**src/rtl/nbody_pkg.sv**
```systemverilog
// Shared types and register map for the n-body pair sequencer.
package nbody_pkg;

  typedef enum logic [2:0] {
    S_IDLE,
    S_ACCEL,
    S_DRAIN_A,
    S_UPDATE,
    S_DRAIN_U,
    S_DONE
  } state_e;

  localparam logic [3:0] REG_CTRL       = 4'd0;
  localparam logic [3:0] REG_STATUS     = 4'd1;
  localparam logic [3:0] REG_N_BODIES   = 4'd2;
  localparam logic [3:0] REG_ITERS      = 4'd3;
  localparam logic [3:0] REG_ITER_COUNT = 4'd4;

  localparam int unsigned CTRL_START   = 0;
  localparam int unsigned CTRL_ABORT   = 1;
  localparam int unsigned CTRL_IRQ_EN  = 2;

  localparam int unsigned STAT_DONE    = 0;
  localparam int unsigned STAT_BUSY    = 1;
  localparam int unsigned STAT_CFG_ERR = 2;

  // Storage width of the N_BODIES / ITERS / ITER_COUNT fields.
  localparam int unsigned CFG_W = 32;

endpackage

```
**src/rtl/nbody_seq_if.sv**
```systemverilog
// Register bus between host and the n-body sequencer.
interface nbody_seq_if #(
  parameter int unsigned DATA_WIDTH = 64,
  parameter int unsigned ADDR_WIDTH = 16
) ();
  logic                  chipselect;
  logic                  read;
  logic                  write;
  logic [ADDR_WIDTH-1:0] addr;
  logic [DATA_WIDTH-1:0] writedata;
  logic [DATA_WIDTH-1:0] readdata;
  logic                  irq;

  modport master (output chipselect, read, write, addr, writedata,
                  input  readdata, irq);
  modport slave  (input  chipselect, read, write, addr, writedata,
                  output readdata, irq);
endinterface

```
**src/rtl/nbody_delay.sv**
```systemverilog
// Fixed-depth valid/data delay line; flush empties every stage at once.
module nbody_delay #(
  parameter int unsigned DEPTH = 1,
  parameter int unsigned WIDTH = 1
) (
  input  logic             clk,
  input  logic             rst,
  input  logic             flush_i,
  input  logic             vld_i,
  input  logic [WIDTH-1:0] data_i,
  output logic             vld_o,
  output logic [WIDTH-1:0] data_o,
  output logic             busy_o
);

  logic [DEPTH-1:0] vld_q;
  logic [WIDTH-1:0] data_q [DEPTH];

  always_ff @(posedge clk or posedge rst) begin
    if (rst) begin
      vld_q <= '0;
      for (int unsigned k = 0; k < DEPTH; k++) data_q[k] <= '0;
    end else begin
      vld_q[0]  <= vld_i & ~flush_i;
      data_q[0] <= flush_i ? '0 : data_i;
      for (int unsigned k = 1; k < DEPTH; k++) begin
        vld_q[k]  <= vld_q[k-1] & ~flush_i;
        data_q[k] <= flush_i ? '0 : data_q[k-1];
      end
    end
  end

  assign vld_o  = vld_q[DEPTH-1];
  assign data_o = data_q[DEPTH-1];
  assign busy_o = |vld_q;

endmodule

```
**src/rtl/nbody_seq.sv**
```systemverilog
// N-body pair sequencer: issues (i,j) force pairs, then position updates, per iteration.
module nbody_seq
  import nbody_pkg::*;
#(
  parameter int unsigned BODIES     = 512,
  parameter int unsigned BODY_AW    = $clog2(BODIES),
  parameter int unsigned DATA_WIDTH = 64,
  parameter int unsigned ADDR_WIDTH = 16,
  parameter int unsigned ACCL_LAT   = 121,
  parameter int unsigned ADD_LAT    = 20,
  parameter int unsigned RAM_LAT    = 1
) (
  input  logic               clk,
  input  logic               rst,
  nbody_seq_if.slave         bus,
  output logic [BODY_AW-1:0] pi_addr,
  output logic [BODY_AW-1:0] pj_addr,
  output logic               pair_valid,
  output logic               acc_first,
  output logic               acc_last,
  output logic               v_wr_en,
  output logic [BODY_AW-1:0] v_wr_addr,
  output logic [BODY_AW-1:0] p_rd_addr,
  output logic               p_wr_en,
  output logic [BODY_AW-1:0] p_wr_addr,
  output logic               busy
);

  state_e               state_q;
  logic [BODY_AW-1:0]   i_q, j_q, pcnt_q;
  logic [CFG_W-1:0]     n_bodies_q, iters_q, iter_cnt_q;
  logic                 irq_en_q, done_q, cfg_err_q;
  logic [DATA_WIDTH-1:0] readdata_q, rdata_c;

  logic [3:0]   reg_sel;
  logic         wr_c, rd_c, ctrl_wr_c, start_c, abort_c, busy_c, cfg_ok_c, last_iter_c;
  logic [BODY_AW-1:0] n_last, j_first, j_last;
  logic [CFG_W-1:0]   iters_eff;
  logic         issue_c, pvld_c, first_c, last_c, upd_c;
  logic [BODY_AW+1:0] pair_data;
  logic [BODY_AW-1:0] pair_i;
  logic         pair_busy, v_busy, p_busy;
  logic         unused_bits;

  assign reg_sel   = bus.addr[3:0];
  assign wr_c      = bus.chipselect & bus.write;
  assign rd_c      = bus.chipselect & bus.read;
  assign ctrl_wr_c = wr_c && (reg_sel == REG_CTRL);
  assign busy_c    = (state_q != S_IDLE) && (state_q != S_DONE);
  // Abort beats start when both are written together.
  assign start_c   = ctrl_wr_c & bus.writedata[CTRL_START] & ~bus.writedata[CTRL_ABORT];
  assign abort_c   = ctrl_wr_c & bus.writedata[CTRL_ABORT] & busy_c;
  assign cfg_ok_c  = (n_bodies_q >= CFG_W'(2)) && (n_bodies_q <= CFG_W'(BODIES));
  assign iters_eff = (iters_q == '0) ? CFG_W'(1) : iters_q;
  assign last_iter_c = (iter_cnt_q + CFG_W'(1)) >= iters_eff;
  assign unused_bits = ^{bus.addr[ADDR_WIDTH-1:4], bus.writedata[DATA_WIDTH-1:CFG_W]};

  // First/last valid partner j for body i, skipping the i==j bubble.
  assign n_last  = BODY_AW'(n_bodies_q - CFG_W'(1));
  assign j_first = (i_q == '0) ? BODY_AW'(1) : '0;
  assign j_last  = (i_q == n_last) ? n_last - BODY_AW'(1) : n_last;
  assign issue_c = (state_q == S_ACCEL);
  assign pvld_c  = issue_c && (i_q != j_q);
  assign first_c = pvld_c && (j_q == j_first);
  assign last_c  = pvld_c && (j_q == j_last);
  assign upd_c   = (state_q == S_UPDATE);

  always_comb begin
    rdata_c = '1;
    case (reg_sel)
      REG_CTRL:       rdata_c = DATA_WIDTH'({irq_en_q, 2'b00});
      REG_STATUS:     rdata_c = DATA_WIDTH'({cfg_err_q, busy_c, done_q});
      REG_N_BODIES:   rdata_c = DATA_WIDTH'(n_bodies_q);
      REG_ITERS:      rdata_c = DATA_WIDTH'(iters_q);
      REG_ITER_COUNT: rdata_c = DATA_WIDTH'(iter_cnt_q);
      default:        rdata_c = '1;
    endcase
  end

  // Register file and sequencing FSM.
  always_ff @(posedge clk or posedge rst) begin
    if (rst) begin
      state_q    <= S_IDLE;
      i_q        <= '0;
      j_q        <= '0;
      pcnt_q     <= '0;
      n_bodies_q <= '0;
      iters_q    <= '0;
      iter_cnt_q <= '0;
      irq_en_q   <= 1'b0;
      done_q     <= 1'b0;
      cfg_err_q  <= 1'b0;
      readdata_q <= '0;
    end else begin
      if (rd_c) readdata_q <= rdata_c;
      if (ctrl_wr_c) irq_en_q <= bus.writedata[CTRL_IRQ_EN];
      if (wr_c && reg_sel == REG_STATUS && bus.writedata[STAT_DONE]) done_q <= 1'b0;
      if (wr_c && reg_sel == REG_N_BODIES && !busy_c) n_bodies_q <= bus.writedata[CFG_W-1:0];
      if (wr_c && reg_sel == REG_ITERS && !busy_c) iters_q <= bus.writedata[CFG_W-1:0];

      if (abort_c) begin
        state_q <= S_IDLE;
      end else begin
        case (state_q)
          S_IDLE, S_DONE: begin
            if (start_c) begin
              if (cfg_ok_c) begin
                state_q    <= S_ACCEL;
                cfg_err_q  <= 1'b0;
                done_q     <= 1'b0;
                iter_cnt_q <= '0;
                i_q        <= '0;
                j_q        <= '0;
              end else begin
                state_q   <= S_IDLE;
                cfg_err_q <= 1'b1;
              end
            end else if (state_q == S_DONE && !done_q) begin
              state_q <= S_IDLE;
            end
          end
          S_ACCEL: begin
            if (j_q == n_last) begin
              j_q <= '0;
              if (i_q == n_last) state_q <= S_DRAIN_A;
              else               i_q     <= i_q + BODY_AW'(1);
            end else begin
              j_q <= j_q + BODY_AW'(1);
            end
          end
          S_DRAIN_A: begin
            if (!pair_busy && !v_busy) begin
              state_q <= S_UPDATE;
              pcnt_q  <= '0;
            end
          end
          S_UPDATE: begin
            if (pcnt_q == n_last) state_q <= S_DRAIN_U;
            else                  pcnt_q  <= pcnt_q + BODY_AW'(1);
          end
          S_DRAIN_U: begin
            if (!p_busy) begin
              iter_cnt_q <= iter_cnt_q + CFG_W'(1);
              if (last_iter_c) begin
                state_q <= S_DONE;
                done_q  <= 1'b1;
              end else begin
                state_q <= S_ACCEL;
                i_q     <= '0;
                j_q     <= '0;
              end
            end
          end
          default: state_q <= S_IDLE;
        endcase
      end
    end
  end

  nbody_delay #(.DEPTH(RAM_LAT), .WIDTH(BODY_AW + 2)) u_pair_dly (
    .clk(clk), .rst(rst), .flush_i(abort_c),
    .vld_i(pvld_c), .data_i({first_c, last_c, pvld_c ? i_q : '0}),
    .vld_o(pair_valid), .data_o(pair_data), .busy_o(pair_busy)
  );

  assign acc_first = pair_data[BODY_AW+1];
  assign acc_last  = pair_data[BODY_AW];
  assign pair_i    = pair_data[BODY_AW-1:0];

  nbody_delay #(.DEPTH(ACCL_LAT + ADD_LAT), .WIDTH(BODY_AW)) u_vel_dly (
    .clk(clk), .rst(rst), .flush_i(abort_c),
    .vld_i(pair_valid & acc_last), .data_i(acc_last ? pair_i : '0),
    .vld_o(v_wr_en), .data_o(v_wr_addr), .busy_o(v_busy)
  );

  nbody_delay #(.DEPTH(RAM_LAT + ADD_LAT), .WIDTH(BODY_AW)) u_pos_dly (
    .clk(clk), .rst(rst), .flush_i(abort_c),
    .vld_i(upd_c), .data_i(upd_c ? pcnt_q : '0),
    .vld_o(p_wr_en), .data_o(p_wr_addr), .busy_o(p_busy)
  );

  assign pi_addr      = i_q;
  assign pj_addr      = j_q;
  assign p_rd_addr    = pcnt_q;
  assign busy         = busy_c;
  assign bus.readdata = readdata_q;
  assign bus.irq      = done_q & irq_en_q;

endmodule

```
**src/flat_wrapper.sv**
```systemverilog
// flat-port wrapper written by rule: the top's interface ports become plain ports
module nbody_seq_flat import nbody_pkg::*;
#(
  parameter int unsigned BODIES     = 512,
  parameter int unsigned BODY_AW    = $clog2(BODIES),
  parameter int unsigned DATA_WIDTH = 64,
  parameter int unsigned ADDR_WIDTH = 16,
  parameter int unsigned ACCL_LAT   = 121,
  parameter int unsigned ADD_LAT    = 20,
  parameter int unsigned RAM_LAT    = 1
)
  (clk, rst, pi_addr, pj_addr, pair_valid, acc_first, acc_last, v_wr_en, v_wr_addr, p_rd_addr, p_wr_en, p_wr_addr, busy, bus_chipselect, bus_read, bus_write, bus_addr, bus_writedata, bus_readdata, bus_irq);
  nbody_seq_if #(.DATA_WIDTH(DATA_WIDTH), .ADDR_WIDTH(ADDR_WIDTH)) bus_i ();
  input  logic clk;
  input  logic rst;
  output logic [BODY_AW-1:0] pi_addr;
  output logic [BODY_AW-1:0] pj_addr;
  output logic pair_valid;
  output logic acc_first;
  output logic acc_last;
  output logic v_wr_en;
  output logic [BODY_AW-1:0] v_wr_addr;
  output logic [BODY_AW-1:0] p_rd_addr;
  output logic p_wr_en;
  output logic [BODY_AW-1:0] p_wr_addr;
  output logic busy;
  input wire logic [$bits(bus_i.chipselect)-1:0] bus_chipselect;
  input wire logic [$bits(bus_i.read)-1:0] bus_read;
  input wire logic [$bits(bus_i.write)-1:0] bus_write;
  input wire logic [$bits(bus_i.addr)-1:0] bus_addr;
  input wire logic [$bits(bus_i.writedata)-1:0] bus_writedata;
  output wire logic [$bits(bus_i.readdata)-1:0] bus_readdata;
  output wire logic [$bits(bus_i.irq)-1:0] bus_irq;
  assign bus_i.chipselect = bus_chipselect;
  assign bus_i.read = bus_read;
  assign bus_i.write = bus_write;
  assign bus_i.addr = bus_addr;
  assign bus_i.writedata = bus_writedata;
  assign bus_readdata = bus_i.readdata;
  assign bus_irq = bus_i.irq;
  nbody_seq #(.BODIES(BODIES), .BODY_AW(BODY_AW), .DATA_WIDTH(DATA_WIDTH), .ADDR_WIDTH(ADDR_WIDTH), .ACCL_LAT(ACCL_LAT), .ADD_LAT(ADD_LAT), .RAM_LAT(RAM_LAT)) u_core (.clk(clk), .rst(rst), .bus(bus_i), .pi_addr(pi_addr), .pj_addr(pj_addr), .pair_valid(pair_valid), .acc_first(acc_first), .acc_last(acc_last), .v_wr_en(v_wr_en), .v_wr_addr(v_wr_addr), .p_rd_addr(p_rd_addr), .p_wr_en(p_wr_en), .p_wr_addr(p_wr_addr), .busy(busy));
endmodule
```
**config.mk**
```make
export PLATFORM = sky130hd
export DESIGN_NAME = nbody_seq_flat
export DESIGN_NICKNAME = d
export VERILOG_FILES = /design/src/rtl/nbody_pkg.sv /design/src/rtl/nbody_seq_if.sv /design/src/rtl/nbody_delay.sv /design/src/rtl/nbody_seq.sv /design/src/flat_wrapper.sv
export SDC_FILE = /design/constraint.sdc
export NUM_CORES = 2
export LEC_CHECK = 0
export CAP_MARGIN = 20
export CORE_MARGIN = 2
export CORE_UTILIZATION = 41
export DETAILED_ROUTE_END_ITERATION = 10
export PLACE_DENSITY = 0.66
export RECOVER_POWER = 25
export SLEW_MARGIN = 20
export SYNTH_ARGS = -nofsm -noshare
export SYNTH_HDL_FRONTEND = slang
export SYNTH_SLANG_ARGS = --single-unit
export TNS_END_PERCENT = 10
```
**constraint.sdc**
```tcl
create_clock -name clk -period 87.1 [get_ports clk]
set_input_delay 17.42 -clock clk [delete_from_list [all_inputs] [get_ports clk]]
set_output_delay 17.42 -clock clk [all_outputs]
set_load 0.005 [all_outputs]
```
---- After elaboration in Yosys (flattened, before gate mapping) ----
Index checks and enable logic that the tools add are counted.
operators by class
  bitwise logic cells ..................... 173
  $add $sub $neg .......................... 6
  shift-type cells ........................ 0
  multiplexer cells ....................... 205
  magnitude comparators ................... 3
  equality and inequality tests ........... 30
  multiply operators ...................... 0
  reduce and logical (&&, ||, !) cells .... 35
  div/mod/pow operators ................... 0
operator list
  cell                                                                count
  2-to-1 mux 9 bit                                                    175
  case mux 64 bit (5 select lines)                                    1
  bitwise AND 1 bit                                                   171
  OR reduction 141 bit                                                1
  2-to-1 mux 32 bit                                                   4
  case mux 32 bit (2 select lines)                                    1
  case mux 9 bit (3 select lines)                                     2
  equality test 9 bit                                                 5
  adder 32 x 1 -> 32 bit, second input constant                       1
  greater-or-equal comparator 32 x 2 -> 1 bit, second input constant  1
  greater-or-equal comparator 32 bit                                  1
  <= comparator 32 x 10 -> 1 bit, second input constant               1
  logical NOT 32 bit                                                  1
  adder 9 x 1 -> 9 bit, second input constant                         3
  2-to-1 mux 3 bit                                                    9
  OR reduction 21 bit                                                 1
  case mux 9 bit (2 select lines)                                     1
  subtractor 9 x 1 -> 9 bit, second input constant                    2
  case mux 3 bit (5 select lines)                                     1
  logical AND 1 bit                                                   14
  inequality test 3 bit, second input constant                        4
  AND reduction 6 bit                                                 2
  2-to-1 mux 11 bit                                                   1
  inequality test 2 bit, second input constant                        5
  25 further kinds                                                    44
storage, ports and cells
  memories kept ........................... 0
  bits in writable memories ............... 0
  word-level logic and storage cells ...... 629
  memory bits (read-only) ................. 0
  bits in registers ....................... 1825
  latch bits .............................. 0

---- Longest topological paths before layout ----
  depth after elaboration ................. 8
  depth in mapped cells ................... 19
  depth with buffers taken out ............ 16

---- Modules after synthesis ----
From an unflattened synthesis, not the netlist that was laid out.
unflattened totals
  cell total of the unflattened synthesis .. 4672
  area, all modules ....................... 62561.3 um^2
by module, submodules not included
  module                            sequential area each (um^2)  cells each  times used  area an instance (um^2)
  nbody_delay at u_core.u_vel_dly   35283.8                      3035        1           45084.5
  nbody_seq                         4053.9                       1150        1           10264.8
  nbody_delay at u_core.u_pos_dly   5255.0                       460         1           6774.0
  nbody_delay at u_core.u_pair_dly  300.3                        27          1           437.9

---- Least setup slack after synthesis ----
Ideal clock, no wire load.
  kind .................................... input to register
  start point ............................. in bus_addr[1]
  end point ............................... reg u_core.i_q[3], in the netlist u_core.pi_addr[3]
  setup slack ............................. 67.570 ns
  cell stages on the path ................. 9
  arrival ................................. 19.434 ns
  buffers on the path ..................... 1
  data required time ...................... 87.004 ns
  cells stage by stage .................... nor4_1 and4b_1 nand2_1 nor4_1 o21a_1 nand2_1 clkbuf_1 nand4b_1 o31ai_1
between the ends
  longest elaborated chain between the ends .. 6
ends and longest elaborated chain
  what                                                                          RTL line                          text
  start, declared                                                               flat_wrapper.sv:30                input wire logic [$bits(bus_i.addr)-1:0] bus_addr;
  logical NOT 4 bit *                                                           nbody_seq.sv:48                   assign ctrl_wr_c = wr_c && (reg_sel == REG_CTRL);
  logical AND 1 bit *                                                           nbody_seq.sv:48
  bitwise AND 1 bit (on tied branches) (2 in series)                            nbody_seq.sv:51, nbody_seq.sv:52
  inequality test 2 x 1 -> 1 bit (no source line) or NOT 1 bit (tied branches)  n/a
  AND reduction 8 bit (no source line) *                                        n/a
  end signal, assigned                                                          nbody_seq.sv:126                  else i_q <= i_q + BODY_AW'(1);
  end, declared                                                                 nbody_seq.sv:30                   logic [BODY_AW-1:0] i_q, j_q, pcnt_q;
Every way passes the cells marked *; elsewhere a longest branch is shown, timed or not.
A chain may end at the register's enable or synchronous reset.

==> results.sh <==
export IMPL_clk_pin_slew_ns=0.06
export IMPL_dieArea_mm2=0.156
export IMPL_crit_required_ns=87.87
export IMPL_crit_fanout=165
export IMPL_holdWs_ns=0.431
export IMPL_worstSetupPathType="in -> async"
export IMPL_fin_cells=6949
export IMPL_clock_latency_ns=0.78
export IMPL_yosysSeqAreaShare=0.718
export IMPL_postCtsHoldBufs=0
export IMPL_yosys_register_bits=1794
export IMPL_grt_pass1_vias=32664
export IMPL_yosysWarnings=0
export IMPL_die_h_um=395
export IMPL_synth_cells=4714
export IMPL_antenna_found_initial=0
export IMPL_cp_start_kind="primary input"
export IMPL_ys_flop_type="dfrtp_1"
export IMPL_power_density_mw_per_mm2=24.6
export IMPL_setup_viol=0
export IMPL_setup_tns_ns=0
export IMPL_avgSynthCellArea_um2=13.3
export IMPL_routed_wl_mm=100
export IMPL_rsz0062_at_grt="no"
export IMPL_firstDrtPassIters=5
export IMPL_fin_nets=4903
export IMPL_post_place_ws_ns=64.27
export IMPL_r2r_slack_ns=81.14
export IMPL_setup_ws_ns=56.34
export IMPL_via_per_inst=4.61
export IMPL_placed_area_mm2=0.0657
export IMPL_mappedNetlistNets=4839
export IMPL_nFillCells=13389
export IMPL_cts_buffers=175
export IMPL_worstMarginPinSlew_ns=9.01
export IMPL_hp_start="u_core.u_vel_dly.data_q[794]"
export IMPL_period_share=0.353
export IMPL_tritoncts="yes"
export IMPL_cts_root_buf="clkbuf_16"
export IMPL_cts_resized=0
export IMPL_cap_violations=13
export IMPL_period_minus_slack_ns=30.76
export IMPL_grt_pass1_wl_mm=172
export IMPL_synthArstFlopShare=1.00
export IMPL_cts_setup_buffers=0
export IMPL_r2r_end="u_core.pi_addr[3]"
export IMPL_r2r_start="u_core.iter_cnt_q[7]"
export IMPL_place_congestion=0.846
export IMPL_core_area_mm2=0.152
export IMPL_h_tree_depth=4
export IMPL_synth_cell_types=78
export IMPL_hold_path_endpoint="u_core.u_vel_dly.data_q[785]"
export IMPL_final_area_mm2=0.0717
export IMPL_clk_path_buf_depth=3
export IMPL_max_slew_margin_rel=-5.01
export IMPL_crit_arrival_ns=31.53
export IMPL_violations="max-capacitance violations, max-slew violations"
export IMPL_drive_gt1_frac=0.0726
export IMPL_ir_drop_v=0.0000164
export IMPL_worstRegToRegCells=15
export IMPL_diodes=0
export IMPL_cts_sinks=1794
export IMPL_fmax_mhz=32.5
export IMPL_status="finished with violations"
export IMPL_hpwlAfterDp_mm=53.5
export IMPL_place_inst=6630
export IMPL_post_route_drc_count=0
export IMPL_drt_wirelength_per_cell_um=14.4
export IMPL_hp_class="reg -> reg"
export IMPL_die_width_um=395
export IMPL_hold_viol_final=0
export IMPL_regArea_mm2=0.0449
export IMPL_track_usage=0.132
export IMPL_rows=143
export IMPL_vias=32003
export IMPL_clock_skew_ns=0.0350
export IMPL_whs_path_depth=1
export IMPL_port_buffers=156
export IMPL_detail_route_antenna_nets=0
export IMPL_synth_edf_count=0
export IMPL_netlist_area_mm2=0.0625
export IMPL_grt_ovfl_total=0
export IMPL_leakagePower_uw=0.0374
export IMPL_multi_input_area_mm2=0.0161
export IMPL_initial_core_util=0.412
export IMPL_end_kind="async pin"
export IMPL_grt_start_max_net_pins=251
export IMPL_ios=201
export IMPL_finalMaxSlewViolations=944
export IMPL_first_iter_violations=2128
export IMPL_areaGrowthSynthToFinish_pct=14.6
## cell families after synthesis
logic type,count (synthesis),synth area share
flip-flops,1794,0.718
adder cells (fa/ha/maj),42,0.00832
XOR/XNOR,77,0.0114
multiplexers,34,0.00606
AO/OA/AOI/OAI,286,0.0289
AND/OR/NAND/NOR,2114,0.202
buffers and inverters,367,0.0252
## through the flow
stage	power, uW	util
after floorplan	967	-
after global placement	1000	0.433
after detailed placement	1010	0.433
after CTS	1790	0.473
after global routing	1840	0.472
final	1760	0.472
## worst max path at each step
stage / from / end / slack (ns) / cells after the start
after floorplan: rst / u_core.bus.readdata[0] / 19.03 / 1
after global placement: bus_addr[3] / u_core.u_pos_dly.data_o[7] / 64.30 / 9
after detailed placement: bus_addr[3] / u_core.u_pos_dly.data_o[7] / 64.27 / 9
after CTS: bus_addr[3] / u_core.u_pos_dly.data_o[7] / 65.11 / 9
after global routing: rst / u_core.u_pos_dly.data_q[62] / 53.22 / 7
final: rst / u_core.u_vel_dly.data_q[1158] / 56.34 / 7
## final cells by class
| type | instances | area share |
|---|---|---|
| sequential | 1794 | 0.626 |
| multi-input combinational | 2553 | 0.225 |
| clock buffer | 269 | 0.0738 |
| tap | 2030 | 0.0354 |
| timing repair buffer | 197 | 0.0265 |
| clock inverter | 49 | 0.0105 |
| inverter | 57 | 0.00300 |
## placed cells by master (no fill, tap or decap), types with 26 or more instances in the layout
cell type | synthesis | final
nand3_1 | 41 | 41
clkdlybuf4s50_1 | 0 | 73
xnor2_1 | 49 | 49
clkbuf_1 | 249 | 55
ha_1 | 40 | 40
o21ai_0 | 95 | 95
dlygate4sd3_1 | 0 | 83
mux2_2 | 31 | 31
a22oi_1 | 33 | 33
nor4_1 | 67 | 67
clkbuf_8 | 0 | 45
nor2_1 | 91 | 91
a31oi_1 | 35 | 35
nor2b_1 | 1601 | 1601
inv_1 | 57 | 56
clkbuf_16 | 0 | 180
nand4_1 | 26 | 26
a21oi_1 | 38 | 38
nand2_1 | 155 | 155
dfrtp_1 | 1794 | 1794
## metal layers
metal,vias to the layer above,GRT usage,routed length (um)
met5,-,0,0
met4,0,0.0465,2560
met3,180,0.0295,4840
met2,579,0.192,43900
met1,16213,0.196,49100
li1,15031,-,-
## cell usage after synthesis, types with 4 or more instances
| library cell | instances | share of area |
|---|---|---|
| nor2_1 | 91 | 0.0055 |
| buf_2 | 5 | 0.00040 |
| inv_1 | 57 | 0.0034 |
| a31oi_1 | 35 | 0.0035 |
| xnor2_1 | 49 | 0.0069 |
| buf_1 | 6 | 0.00036 |
| o41ai_1 | 8 | 0.0011 |
| dfrtp_1 | 1794 | 0.72 |
| nand3_1 | 41 | 0.0033 |
| o21ai_0 | 95 | 0.0076 |
| nor3b_1 | 4 | 0.00048 |
| o211ai_1 | 7 | 0.00084 |
| or3_1 | 6 | 0.00060 |
| xor2_1 | 25 | 0.0035 |
| clkbuf_1 | 249 | 0.015 |
| nor3_1 | 20 | 0.0016 |
| and2_1 | 23 | 0.0023 |
| or4_1 | 7 | 0.00084 |
| and3_1 | 24 | 0.0024 |
| and4_1 | 8 | 0.0011 |
| or2_2 | 6 | 0.00060 |
| nand2b_1 | 10 | 0.0010 |
| o21ai_1 | 8 | 0.00064 |
| a22oi_1 | 33 | 0.0040 |
| nor4_1 | 67 | 0.0067 |
| a21oi_1 | 38 | 0.0030 |
| nor4b_1 | 6 | 0.00084 |
| o31ai_1 | 23 | 0.0028 |
| mux2_2 | 31 | 0.0056 |
| nand2_1 | 155 | 0.0093 |
| nand4_1 | 26 | 0.0026 |
| buf_4 | 49 | 0.0059 |
| nor2b_1 | 1601 | 0.16 |
| ha_1 | 40 | 0.0080 |
## flip-flops by register name, summed over array words and instances (netlist names), 3 cells and up
register,flops
u_core.u_vel_dly.data_q,1260
u_core.u_pos_dly.data_q,180
u_core.u_vel_dly.vld_q,141
u_core.bus.readdata,33
u_core.iter_cnt_q,32
u_core.iters_q,32
u_core.n_bodies_q,32
u_core.u_pos_dly.vld_q,21
u_core.u_pair_dly.data_o,11
u_core.p_rd_addr,9
u_core.pi_addr,9
u_core.pj_addr,9
u_core.u_pos_dly.data_o,9
u_core.u_vel_dly.data_o,9
u_core.state_q,3
## where the power goes
part / leakage (uW) / internal [uW] / total (uW) / switching (uW)
Clock: 0.00296 / 463 / 774 / 310
Combinational: 0.00965 / 43.2 / 114 / 70.6
Sequential: 0.0248 / 850 / 876 / 25.7
## critical path, cell delays in order
cell and delay (ns):
dlygate4sd3_1 0.55, clkinvlp_2 2.79, clkbuf_1 5.98, clkbuf_1 2.41, buf_16 0.50, buf_4 0.74, buf_4 0.82
Note: power is estimated with default switching activity, not from simulation.
